[config.mk]
export PLATFORM = sky130hd
export DESIGN_NAME = hcsr04_ranger
export DESIGN_NICKNAME = d
export VERILOG_FILES = /design/src/rtl/hcsr04_ranger.sv
export SDC_FILE = /design/constraint.sdc
export NUM_CORES = 1
export LEC_CHECK = 0
export CORE_MARGIN = 2
export CORE_UTILIZATION = 50
export CTS_BUF_LIST = sky130_fd_sc_hd__clkbuf_4 sky130_fd_sc_hd__clkbuf_8
export DETAILED_ROUTE_END_ITERATION = 6
export PLACE_DENSITY = 0.67
export SYNTH_ARGS = -nofsm -noshare
export SYNTH_HDL_FRONTEND = slang
export SYNTH_SLANG_ARGS = --single-unit
[constraint.sdc]
create_clock -name clk -period 10.3 [get_ports clk]
set_input_delay 2.575 -clock clk [delete_from_list [all_inputs] [get_ports clk]]
set_output_delay 2.575 -clock clk [all_outputs]
set_load 0.02 [all_outputs]
[src/rtl/hcsr04_ranger.sv]
// HC-SR04 measurement sequencer: periodic trigger, echo pulse timing and
// divider-free centimetre conversion, published as distance plus a valid strobe.
module hcsr04_ranger #(
    parameter int TRIG_CYCLES    = 120,
    parameter int CM_CYCLES      = 696,
    parameter int TIMEOUT_CYCLES = 360000,
    parameter int PERIOD_CYCLES  = 720000
) (
    input  logic        clk,
    input  logic        rst,
    input  logic        enable,
    input  logic        echo,
    output logic        trig,
    output logic [15:0] distance,
    output logic        valid,
    output logic        timeout,
    output logic        busy
);
    typedef enum logic [2:0] {IDLE, TRIG, WAIT_RISE, MEASURE, HOLDOFF} state_t;

    localparam logic [19:0] TRIG_LAST    = 20'(TRIG_CYCLES - 1);
    localparam logic [19:0] CM_LAST      = 20'(CM_CYCLES - 1);
    localparam logic [19:0] TIMEOUT_LAST = 20'(TIMEOUT_CYCLES - 1);
    localparam logic [19:0] PERIOD_LAST  = 20'(PERIOD_CYCLES - 1);
    localparam logic [15:0] CM_MAX       = 16'hFFFE;

    state_t      state;
    logic [19:0] period_cnt;
    logic [19:0] timeout_cnt;
    logic [19:0] prescale;
    logic [15:0] cm_cnt;
    logic [15:0] cm_inc;
    logic        echo_m;
    logic        echo_s;
    logic        echo_d;
    logic        echo_rise;
    logic        echo_fall;
    logic        cm_wrap;

    // echo is asynchronous: two flops to synchronize, a third for edge detection
    always_ff @(posedge clk or posedge rst) begin
        if (rst) begin
            echo_m <= 1'b0;
            echo_s <= 1'b0;
            echo_d <= 1'b0;
        end else begin
            echo_m <= echo;
            echo_s <= echo_m;
            echo_d <= echo_s;
        end
    end

    assign echo_rise = echo_s & ~echo_d;
    assign echo_fall = ~echo_s & echo_d;
    assign cm_wrap   = (prescale == CM_LAST);
    assign cm_inc    = (cm_cnt == CM_MAX) ? cm_cnt : cm_cnt + 16'd1;

    always_ff @(posedge clk or posedge rst) begin
        if (rst) begin
            state       <= IDLE;
            period_cnt  <= '0;
            timeout_cnt <= '0;
            prescale    <= '0;
            cm_cnt      <= '0;
            trig        <= 1'b0;
            distance    <= '0;
            valid       <= 1'b0;
            timeout     <= 1'b0;
            busy        <= 1'b0;
        end else begin
            valid <= 1'b0;
            case (state)
                IDLE: begin
                    if (enable) begin
                        state      <= TRIG;
                        trig       <= 1'b1;
                        busy       <= 1'b1;
                        period_cnt <= '0;
                    end
                end
                TRIG: begin
                    period_cnt <= period_cnt + 20'd1;
                    if (period_cnt == TRIG_LAST) begin
                        state       <= WAIT_RISE;
                        trig        <= 1'b0;
                        timeout_cnt <= '0;
                    end
                end
                WAIT_RISE: begin
                    period_cnt  <= period_cnt + 20'd1;
                    timeout_cnt <= timeout_cnt + 20'd1;
                    if (timeout_cnt == TIMEOUT_LAST) begin
                        state    <= HOLDOFF;
                        distance <= 16'hFFFF;
                        timeout  <= 1'b1;
                        valid    <= 1'b1;
                    end else if (echo_rise) begin
                        state    <= MEASURE;
                        prescale <= '0;
                        cm_cnt   <= '0;
                    end
                end
                MEASURE: begin
                    period_cnt  <= period_cnt + 20'd1;
                    timeout_cnt <= timeout_cnt + 20'd1;
                    // the fall cycle still counts as a high clock, so fold in a pending wrap
                    if (echo_fall) begin
                        state    <= HOLDOFF;
                        distance <= cm_wrap ? cm_inc : cm_cnt;
                        timeout  <= 1'b0;
                        valid    <= 1'b1;
                    end else if (timeout_cnt == TIMEOUT_LAST) begin
                        state    <= HOLDOFF;
                        distance <= 16'hFFFF;
                        timeout  <= 1'b1;
                        valid    <= 1'b1;
                    end else if (cm_wrap) begin
                        prescale <= '0;
                        cm_cnt   <= cm_inc;
                    end else begin
                        prescale <= prescale + 20'd1;
                    end
                end
                HOLDOFF: begin
                    if (period_cnt == PERIOD_LAST) begin
                        period_cnt <= '0;
                        if (enable) begin
                            state <= TRIG;
                            trig  <= 1'b1;
                        end else begin
                            state <= IDLE;
                            busy  <= 1'b0;
                        end
                    end else begin
                        period_cnt <= period_cnt + 20'd1;
                    end
                end
                default: begin
                    state <= IDLE;
                    trig  <= 1'b0;
                    busy  <= 1'b0;
                end
            endcase
        end
    end
endmodule

==> key figures <==
CTS
  • Root buf cell: clkbuf_8
  • Clock Latency Late Sink: 0.39 ns
  • Post-CTS Setup Bufs: 0
  • Clock Tree Buf Depth: 2
  • CTS tree: done
  • Num CTS Buffers: 9
  • Clock Sink Count: 102
  • Htree depth: 3
  • Reg clk slew, reported paths: 0.10 ns
  • Post-CTS Hold Buffers: 0
  • Resized Gates After CTS: 0

Route
  • Routed Antenna Nets: 0
  • Post-route DRC: 0
  • Avg WL per Cell: 15.31 um
  • First-pass iteration count of the detailed router: 4
  • DRT Wirelength: 11340 um
  • Via count: 4209
  • DR vias/cell: 5.680
  • DRT iter0 DRCs: 234

Layout
  • Final net count: 605
  • Finished layout cell area: 6017 um2
  • Synthesis-to-finish area growth: 9.345%
  • Most frequent cells in the layout: dfrtp_1 (102), nor2_1 (86), nand2_1 (45)
  • Commonest non-fill, non-tap cell in the layout: dfrtp_1
  • Antenna diodes: 0
  • Share of layout cells above drive strength 1: 7.654%

Worst setup path
  • R2R Path Start: timeout_cnt[6]$_DFFE_PP0P_
  • Data arrival, critical path: 4.47 ns
  • Worst setup SP type: primary input
  • Crit path required time: 10.61 ns
  • Crit Reg-Reg Endpoint: prescale[3]$_DFFE_PP0P_
  • Worst Path Max Fanout: 6
  • Kind of critical path: primary input to flop
  • Cells on worst reg2reg path: 6
  • Worst R2R Setup Slack: 7.57 ns
  • Setup crit end kind: flop

Synth
  • Synthesized area: 5503 um2
  • Adder-cell share of the synthesized area: 1.319%
  • Mux contribution to synthesized area: 0.7276%
  • Syn nets: 591
  • #FFs+latches synth: 102
  • Post-synthesis compound-gate area fraction: 11.64%
  • Yosys warns: 0
  • Synth Instances: 582
  • Syn_area_per_cell: 9.455 um2
  • XOR/XNOR Fraction of Synth Area: 8.754%
  • FFs w/ async S/R, synth: 100.0%
  • Simple-Gate Fraction of Synth Area: 26.85%
  • Post-synthesis sequential area ratio: 46.38%
  • Largest family of logic cells by synthesized area: simple AND/OR/NAND/NOR gates
  • EDFF count, synth: 0
  • Top_reg_cell synth: dfrtp_1
  • Distinct cell type count after synthesis: 64

Power and ir drop
  • Leak: 2.507 nW
  • Peak VDD IR: 0.00008197 V
  • Pwr dens: 131.1 nW/um2
  • Overall Power: 789.0 uW

Place
  • Detailed placement HPWL: 7516 um
  • RD Place Congestion: 0.8152
  • Port Buffers: 23
  • Placement Cell Area: 5782 um2

Timing
  • Worst slew margin: 25.00%
  • # setup viols final: 0
  • F_max: 240.1 MHz
  • Slew @ Worst Pin: 1.121 ns
  • Setup tns final: 0 ns
  • Slew Limit Fails: 0
  • Final Hold Fails: 0
  • Min Tclk post-route: 4.164 ns
  • RSZ-0062 raised after global routing: no
  • Crit share post-route: 40.43%
  • Clk_skew: 0.01233 ns

Flow run
  • Max cap viols: 0

Die
  • Row count: 38
  • Core Area: 10790 um2
  • I/O pins: 24
  • Die Span Y: 108.9 um
  • Width of the die: 108.9 um
  • Die Footprint: 11860 um2
  • Initial Utilization: 50.99%

Min path
  • Worst Hold End: echo_s$_DFF_PP0_
  • Min-delay src: echo_m$_DFF_PP0_
  • Hold crit path type: flop to flop
  • Hold path cells: 0

Global routing
  • Initial antenna violation count: 0
  • First-pass GRT wire length: 19340 um
  • Grt ovf: 0
  • Vias in the first global route: 3982
  • Tot GR Track Use: 20.71%
  • Largest net degree at the start of global routing: 79

Outcome
  • Outcome: finished, final reports clean
==> synthesized netlist by cell type, types with 6 or more instances <==
master,number,area [um2]
a21oi_1,41,205.2
and3_1,13,81.33
and4_1,7,61.31
buf_2,6,30.03
clkbuf_1,6,22.52
dfrtp_1,102,2552
inv_1,23,86.33
nand2_1,45,168.9
nand3_1,17,85.08
nand4_1,17,106.4
nor2_1,86,322.8
nor3_1,9,45.04
nor4_1,22,137.6
o21ai_0,20,100.1
o21ai_1,7,35.03
or3_1,15,93.84
xnor2_1,39,341.6
xor2_1,16,140.1
==> registers in the layout, summed over array words and instances (netlist names), 3 cells and up <==
name / flops
cm_cnt: 16
distance: 16
period_cnt: 20
prescale: 20
state: 3
timeout_cnt: 20
==> logic make-up (layout without fill, tap and decap cells) <==
kind of cell / count (synthesis) / count (layout)
AO/OA/AOI/OAI: 99 / 99
XOR/XNOR: 55 / 55
adder cells (fa/ha/maj): 6 / 6
buffers and inverters: 46 / 65
flip-flops: 102 / 102
multiplexers: 4 / 4
AND/OR/NAND/NOR: 270 / 270
==> how the worst max path moves through the flow <==
stage / startpoint / endpoint / slack (ns) / cells past startpoint
CTS: enable / period_cnt[19]$_DFFE_PP0P_ / 6.14 / 6
global placement: enable / period_cnt[18]$_DFFE_PP0P_ / 5.78 / 7
global route: enable / period_cnt[18]$_DFFE_PP0P_ / 5.98 / 7
floorplan: rst / busy$_DFFE_PP0P_ / 5.05 / 1
finish: enable / period_cnt[19]$_DFFE_PP0P_ / 6.14 / 6
detailed placement: enable / period_cnt[14]$_DFFE_PP0P_ / 5.72 / 7
==> worst max-delay path, cell delays in order <==
cell and delay [ns]:
clkdlybuf4s50_1 0.58, nor4_1 0.13, a2111oi_4 0.45, nand4_2 0.21, or3_1 0.38, a21oi_1 0.16
==> layout make-up <==
| cell class | count | area [um2] |
|---|---|---|
| clock buffers | 12 | 158.9 |
| clock inverters | 4 | 76.32 |
| fillers | 960 | 4776 |
| inverters | 23 | 88.84 |
| multi-input cells | 434 | 2713 |
| flip-flops and latches | 102 | 2552 |
| well taps | 140 | 175.2 |
| repair buffers | 26 | 252.7 |
==> report_power, final <==
part,switching (mW),leakage (nW),internal (mW)
Sequential,0.0160,1.40,0.416
Clock,0.142,0.117,0.154
Combinational,0.0374,0.992,0.0242
Total,0.195,2.51,0.594
==> metrics by stage <==
step / std cells / setup WS (ns) / utilization [%] / hold WS, ns
CTS: 741 / 6.139 / 55.75 / 0.3395
floorplan: 582 / 5.050 / - / 0.3312
detailed placement: 725 / 5.722 / 53.57 / 0.3472
finish: 741 / 6.136 / 55.75 / 0.3408
global placement: 725 / 5.781 / 53.57 / 0.3399
global route: 741 / 5.985 / 55.75 / 0.3464
==> metal layers <==
| metal | GRT usage [%] | wire length [um] |
|---|---|---|
| met2 | 31.01 | 5145 |
| met4 | 9.707 | 192 |
| met5 | 0 | 0 |
| met3 | 3.168 | 331 |
| met1 | 29.49 | 5674 |
Note: power is estimated with default switching activity, not from simulation.
